==> src/rtl/cms_heap_feeder.sv <==
// cms_heap_feeder: admission control in front of the top-K heap.
// Non-zero estimates go straight in while the heap has room. Once it is full,
// an estimate replaces the exposed minimum only if it is strictly larger.
module cms_heap_feeder #(
    parameter int unsigned KEY_WIDTH   = 32,
    parameter int unsigned VALUE_WIDTH = 32,
    parameter int unsigned HEAP_DEPTH  = 32,
    parameter int unsigned OCC_WIDTH   = 6
) (
    input  logic                   ap_clk,
    input  logic                   ap_reset,
    input  logic [KEY_WIDTH-1:0]   est_key,
    input  logic [VALUE_WIDTH-1:0] est_value,
    input  logic                   est_valid,
    output logic                   est_ready,
    output logic [KEY_WIDTH-1:0]   heap_key_in,
    output logic [VALUE_WIDTH-1:0] heap_value_in,
    output logic                   heap_kv_in_valid,
    output logic                   heap_kv_out_ready,
    input  logic [KEY_WIDTH-1:0]   heap_key_out,
    input  logic [VALUE_WIDTH-1:0] heap_value_out,
    input  logic                   heap_kv_out_valid,
    output logic [OCC_WIDTH-1:0]   occupancy,
    output logic [31:0]            insert_cnt,
    output logic [31:0]            evict_cnt,
    output logic [31:0]            drop_cnt
);

    localparam int unsigned CNT_WIDTH  = 32;
    localparam int unsigned WAIT_WIDTH = 2;
    // Three POP_WAIT cycles: load 2, count down to 0.
    localparam logic [WAIT_WIDTH-1:0] WAIT_LOAD = WAIT_WIDTH'(2);

    typedef enum logic [2:0] {
        IDLE, DECIDE, WAIT_MIN, POP, POP_WAIT, INSERT
    } state_t;

    state_t                 state;
    state_t                 next_state;
    logic [KEY_WIDTH-1:0]   hold_key;
    logic [VALUE_WIDTH-1:0] hold_value;
    logic                   min_valid_q;
    logic [VALUE_WIDTH-1:0] min_value_q;
    logic [WAIT_WIDTH-1:0]  wait_cnt;

    logic                   next_est_ready;
    logic                   next_kv_in_valid;
    logic                   next_kv_out_ready;
    logic [KEY_WIDTH-1:0]   next_key_in;
    logic [VALUE_WIDTH-1:0] next_value_in;
    logic                   do_capture;
    logic                   do_drop;
    logic                   do_pop;
    logic                   do_insert;

    // The heap minimum key is not needed for the admission decision.
    logic unused_heap_key;
    assign unused_heap_key = ^heap_key_out;

    // State register.
    always_ff @(posedge ap_clk or posedge ap_reset) begin
        if (ap_reset) state <= IDLE;
        else          state <= next_state;
    end

    // Next-state logic.
    always_comb begin
        next_state = state;
        case (state)
            IDLE:     if (est_valid && est_ready) next_state = DECIDE;
            DECIDE: begin
                if (hold_value == '0)                          next_state = IDLE;
                else if (occupancy < OCC_WIDTH'(HEAP_DEPTH))   next_state = INSERT;
                else                                           next_state = WAIT_MIN;
            end
            WAIT_MIN: if (min_valid_q) next_state = (hold_value > min_value_q) ? POP : IDLE;
            POP:      next_state = POP_WAIT;
            POP_WAIT: if (wait_cnt == '0) next_state = INSERT;
            INSERT:   next_state = IDLE;
            default:  next_state = IDLE;
        endcase
    end

    // Output decode: next output values from the next state, plus per-cycle events.
    always_comb begin
        next_est_ready    = 1'b0;
        next_kv_in_valid  = 1'b0;
        next_kv_out_ready = 1'b0;
        next_key_in       = '0;
        next_value_in     = '0;
        do_capture        = 1'b0;
        do_drop           = 1'b0;
        do_pop            = 1'b0;
        do_insert         = 1'b0;
        next_est_ready    = (next_state == IDLE);
        next_kv_out_ready = (next_state == POP);
        if (next_state == INSERT) begin
            next_kv_in_valid = 1'b1;
            next_key_in      = hold_key;
            next_value_in    = hold_value;
        end
        do_capture = (state == IDLE) && est_valid && est_ready;
        do_drop    = ((state == DECIDE) && (hold_value == '0)) ||
                     ((state == WAIT_MIN) && min_valid_q && !(hold_value > min_value_q));
        do_pop     = (state == POP);
        do_insert  = (state == INSERT);
    end

    // Registered outputs toward upstream and the heap.
    always_ff @(posedge ap_clk or posedge ap_reset) begin
        if (ap_reset) begin
            est_ready         <= 1'b0;
            heap_kv_in_valid  <= 1'b0;
            heap_kv_out_ready <= 1'b0;
            heap_key_in       <= '0;
            heap_value_in     <= '0;
        end else begin
            est_ready         <= next_est_ready;
            heap_kv_in_valid  <= next_kv_in_valid;
            heap_kv_out_ready <= next_kv_out_ready;
            heap_key_in       <= next_key_in;
            heap_value_in     <= next_value_in;
        end
    end

    // Hold registers, registered heap minimum and the pop bubble timer.
    always_ff @(posedge ap_clk or posedge ap_reset) begin
        if (ap_reset) begin
            hold_key    <= '0;
            hold_value  <= '0;
            min_valid_q <= 1'b0;
            min_value_q <= '0;
            wait_cnt    <= '0;
        end else begin
            if (do_capture) begin
                hold_key   <= est_key;
                hold_value <= est_value;
            end
            min_valid_q <= heap_kv_out_valid;
            min_value_q <= heap_value_out;
            if (do_pop)                                     wait_cnt <= WAIT_LOAD;
            else if ((state == POP_WAIT) && (wait_cnt != '0)) wait_cnt <= wait_cnt - WAIT_WIDTH'(1);
        end
    end

    // Occupancy and saturating statistics counters.
    always_ff @(posedge ap_clk or posedge ap_reset) begin
        if (ap_reset) begin
            occupancy  <= '0;
            insert_cnt <= '0;
            evict_cnt  <= '0;
            drop_cnt   <= '0;
        end else begin
            if (do_pop)         occupancy <= occupancy - OCC_WIDTH'(1);
            else if (do_insert) occupancy <= occupancy + OCC_WIDTH'(1);
            if (do_insert && (insert_cnt != '1)) insert_cnt <= insert_cnt + CNT_WIDTH'(1);
            if (do_pop && (evict_cnt != '1))     evict_cnt  <= evict_cnt + CNT_WIDTH'(1);
            if (do_drop && (drop_cnt != '1))     drop_cnt   <= drop_cnt + CNT_WIDTH'(1);
        end
    end

    // Occupancy must stay within [0, HEAP_DEPTH].
    occ_no_underflow: assert property (@(posedge ap_clk) disable iff (ap_reset)
        (state == POP) |-> (occupancy != '0));
    occ_no_overflow: assert property (@(posedge ap_clk) disable iff (ap_reset)
        (state == INSERT) |-> (occupancy < OCC_WIDTH'(HEAP_DEPTH)));

endmodule

==> config.mk <==
export PLATFORM = sky130hd
export DESIGN_NAME = cms_heap_feeder
export DESIGN_NICKNAME = d
export VERILOG_FILES = /design/src/rtl/cms_heap_feeder.sv
export SDC_FILE = /design/constraint.sdc
export NUM_CORES = 1
export LEC_CHECK = 0
export ABC_AREA = 1
export CELL_PAD_IN_SITES_DETAIL_PLACEMENT = 0
export CELL_PAD_IN_SITES_GLOBAL_PLACEMENT = 1
export CORE_MARGIN = 3
export CORE_UTILIZATION = 37
export CTS_CLUSTER_DIAMETER = 50
export DETAILED_ROUTE_END_ITERATION = 8
export GPL_TIMING_DRIVEN = 0
export PLACE_DENSITY_LB_ADDON = 0.05
export SLEW_MARGIN = 5
export SYNTH_ARGS = -nofsm -noshare
export SYNTH_HDL_FRONTEND = slang
export SYNTH_SLANG_ARGS = --single-unit
==> constraint.sdc <==
create_clock -name ap_clk -period 17 [get_ports ap_clk]
set_clock_uncertainty 0.15 [all_clocks]
set_input_delay 4.25 -clock ap_clk [delete_from_list [all_inputs] [get_ports ap_clk]]
set_output_delay 4.25 -clock ap_clk [all_outputs]
set_load 0.005 [all_outputs]
==> impl_metrics.json <==
{
  "outcome": "finished clean",
  "core_area_mm2": 0.0329,
  "drtIter0Drc": 443,
  "cp-start-kind": "register",
  "portBuffers": 268,
  "viasPerCell": 4.61,
  "relSlewSlack_pct": 45.7,
  "antenna_found_initial": 7,
  "final_common_cell": "nand2_1",
  "fin_tns_setup_ns": 0,
  "nNetsFinal": 1871,
  "ir_drop_mv": 0.0786,
  "dr_total_vias": 10000,
  "dr.pass1.iters": 4,
  "whs_ns": 0.300,
  "initial_utilization_pct": 38.1,
  "worst_pin_slew_ns": 0.807,
  "die_area_mm2": 0.0361,
  "clock_sinks": 271,
  "overflow": 0,
  "crit_path_end_kind": "output port",
  "synth_nets": 1562,
  "slowest_delay_ns": 0.56,
  "crit_fanout": 6,
  "powerDensity_mw_per_mm2": 131,
  "yosys_warnings": 0,
  "syn_avg_cell_area_um2": 9.03,
  "crit_family": "buffers and inverters",
  "wl_per_cell_um": 15.3,
  "required_ns": 12.60,
  "hp-class": "register to register",
  "rows": 66,
  "ant_nets": 0,
  "hold_viol_final": 0,
  "h-tree-depth": 2,
  "ctsResizeCount": 0,
  "drive_above_1_share_pct": 7.53,
  "cts_root_buffer": "clkbuf_16",
  "clock_path_buffers": 3,
  "drv_slew": 0,
  "path_cells": "clkdlybuf4s50_1",
  "clock_latency_ns": 0.51,
  "dieWidth_um": 190,
  "clk_pin_slew_ns": 0.06,
  "die_y_um": 190,
  "routabilityCongestion": 0.853,
  "syn_inst": 1389,
  "grt_pass1_vias": 9986,
  "layout_common_cells": "nand2_1 (345), dfrtp_1 (271), clkdlybuf4s50_1 (268)",
  "track_usage_pct": 18.4,
  "critPathKind": "register to output port",
  "num-fill-cells": 3072,
  "fmax_mhz": 168,
  "drcViolationCount": 0,
  "area_delta_synth_final_pct": 36.9,
  "power_leakage_nw": 8.47,
  "cts-buffers-inserted": 37,
  "timing.final.crit_share_pct": 35.1,
  "syn-cell-area_mm2": 0.0125,
  "grt_start_max_net_pins": 115,
  "rsz0062_at_grt": "no",
  "ys_types": 33,
  "yosysSeqAreaShare_pct": 54.1,
  "wirelength_um": 33200,
  "finalSetupViolCount": 0,
  "period_minus_slack_ns": 5.97,
  "slowest_stage": "clkdlybuf4s50_1",
  "cts_hold_buf": 0,
  "grt_pass1_wl_um": 53300,
  "cts_setup_buffers": 0,
  "crit_buf_inv": 1,
  "io_pins": 301,
  "cts_tree": "built",
  "maxCapViolCount": 0,
  "crit_arrival_ns": 1.57,
  "hpwl_um": 25200,
  "synth_seq_cells": 271
}
power breakdown:
part	leakage [nW]	switching [mW]	internal (mW)
registers	3.50	0.0843	0.794
logic	4.32	0.270	0.277
clock network	0.640	0.294	0.529
path summary, 6_finish.rpt:
| kind | startpoint | cells past startpoint | to | slack (ns) |
|---|---|---|---|---|
| worst max-delay path | evict_cnt[24] | 1 | evict_cnt[24] | 11.03 |
| max in group asynchronous | ap_reset | 3 | evict_cnt[17] | 11.64 |
| min in group asynchronous | ap_reset | 2 | drop_cnt[26] | 4.08 |
| worst min register to register | hold_key[15] | 2 | heap_key_in[15] | 0.30 |
| worst min-delay path | hold_key[15] | 2 | heap_key_in[15] | 0.30 |
| worst max register to register | hold_value[15] | 10 | drop_cnt[16] | 14.27 |
cells by family after synthesis:
logic type | Yosys count | share of synthesized area, %
simple gates | 648 | 22.0
xor+xnor | 92 | 6.42
fa+ha+maj | 41 | 4.15
flops | 271 | 54.1
buf+inv | 236 | 7.48
compound gates | 67 | 2.81
mux | 34 | 3.05
layout make-up:
cell class / instances / area (um2) / area share (%)
clock inverter: 21 / 287 / 1.67
multi-input combinational: 882 / 4820 / 28.1
antenna: 1 / 2.50 / 0.0146
buffer: 30 / 165 / 0.962
tap: 442 / 553 / 3.22
inverter: 206 / 781 / 4.55
timing repair buffer: 270 / 2740 / 15.9
sequential: 271 / 6780 / 39.5
clock buffer: 46 / 1040 / 6.07
cells in the mapped netlist (all sizes together):
cell type  instances  area [um2]
xor2              66         578
ha                40         500
and2               1        6.26
fa                 1        20.0
a21o               1        7.51
clkbuf            11        41.3
mux2              34         383
buf               19         124
o21ai             14        70.1
a21oi             45         225
dfrtp            271        6780
nor4              14        87.6
nor3              45         246
a31oi              3        18.8
nand2            346        1310
a22o               1        8.76
nand4             39         244
or2                1        6.26
o21a               3        22.5
inv              206         773
nor2             138         538
nand3             64         325
xnor2             26         228
layer usage:
layer	GRT usage, %	vias up	wire [um]
met5	0	-	74
met2	29.2	245	14900
li1	-	5008	-
met3	5.75	54	2490
met4	4.18	12	517
met1	24.8	4688	15200
metrics by stage:
step | total power, mW | utilization, % | cell area, um2 | setup slack (ns) | cells
finish | 2.25 | 52.1 | 17200 | 11.03 | 2169
floorplan | 1.17 | - | 12500 | 5.13 | 1389
CTS | 2.29 | 52.1 | 17200 | 10.99 | 2168
global placement | 1.44 | 47.9 | 15800 | 1.38 | 2099
detailed placement | 1.45 | 48.1 | 15800 | 10.50 | 2101
global route | 2.40 | 52.1 | 17200 | 10.89 | 2169
sequential cells by signal (all words and copies together) (netlist names), 3 cells and up:
register and flops:
evict_cnt 32, heap_value_in 32, insert_cnt 32, drop_cnt 32, hold_key 32, occupancy 6, state 3, min_value_q 32
heap_key_in 32, hold_value 32
Note: power is estimated with default switching activity, not from simulation.
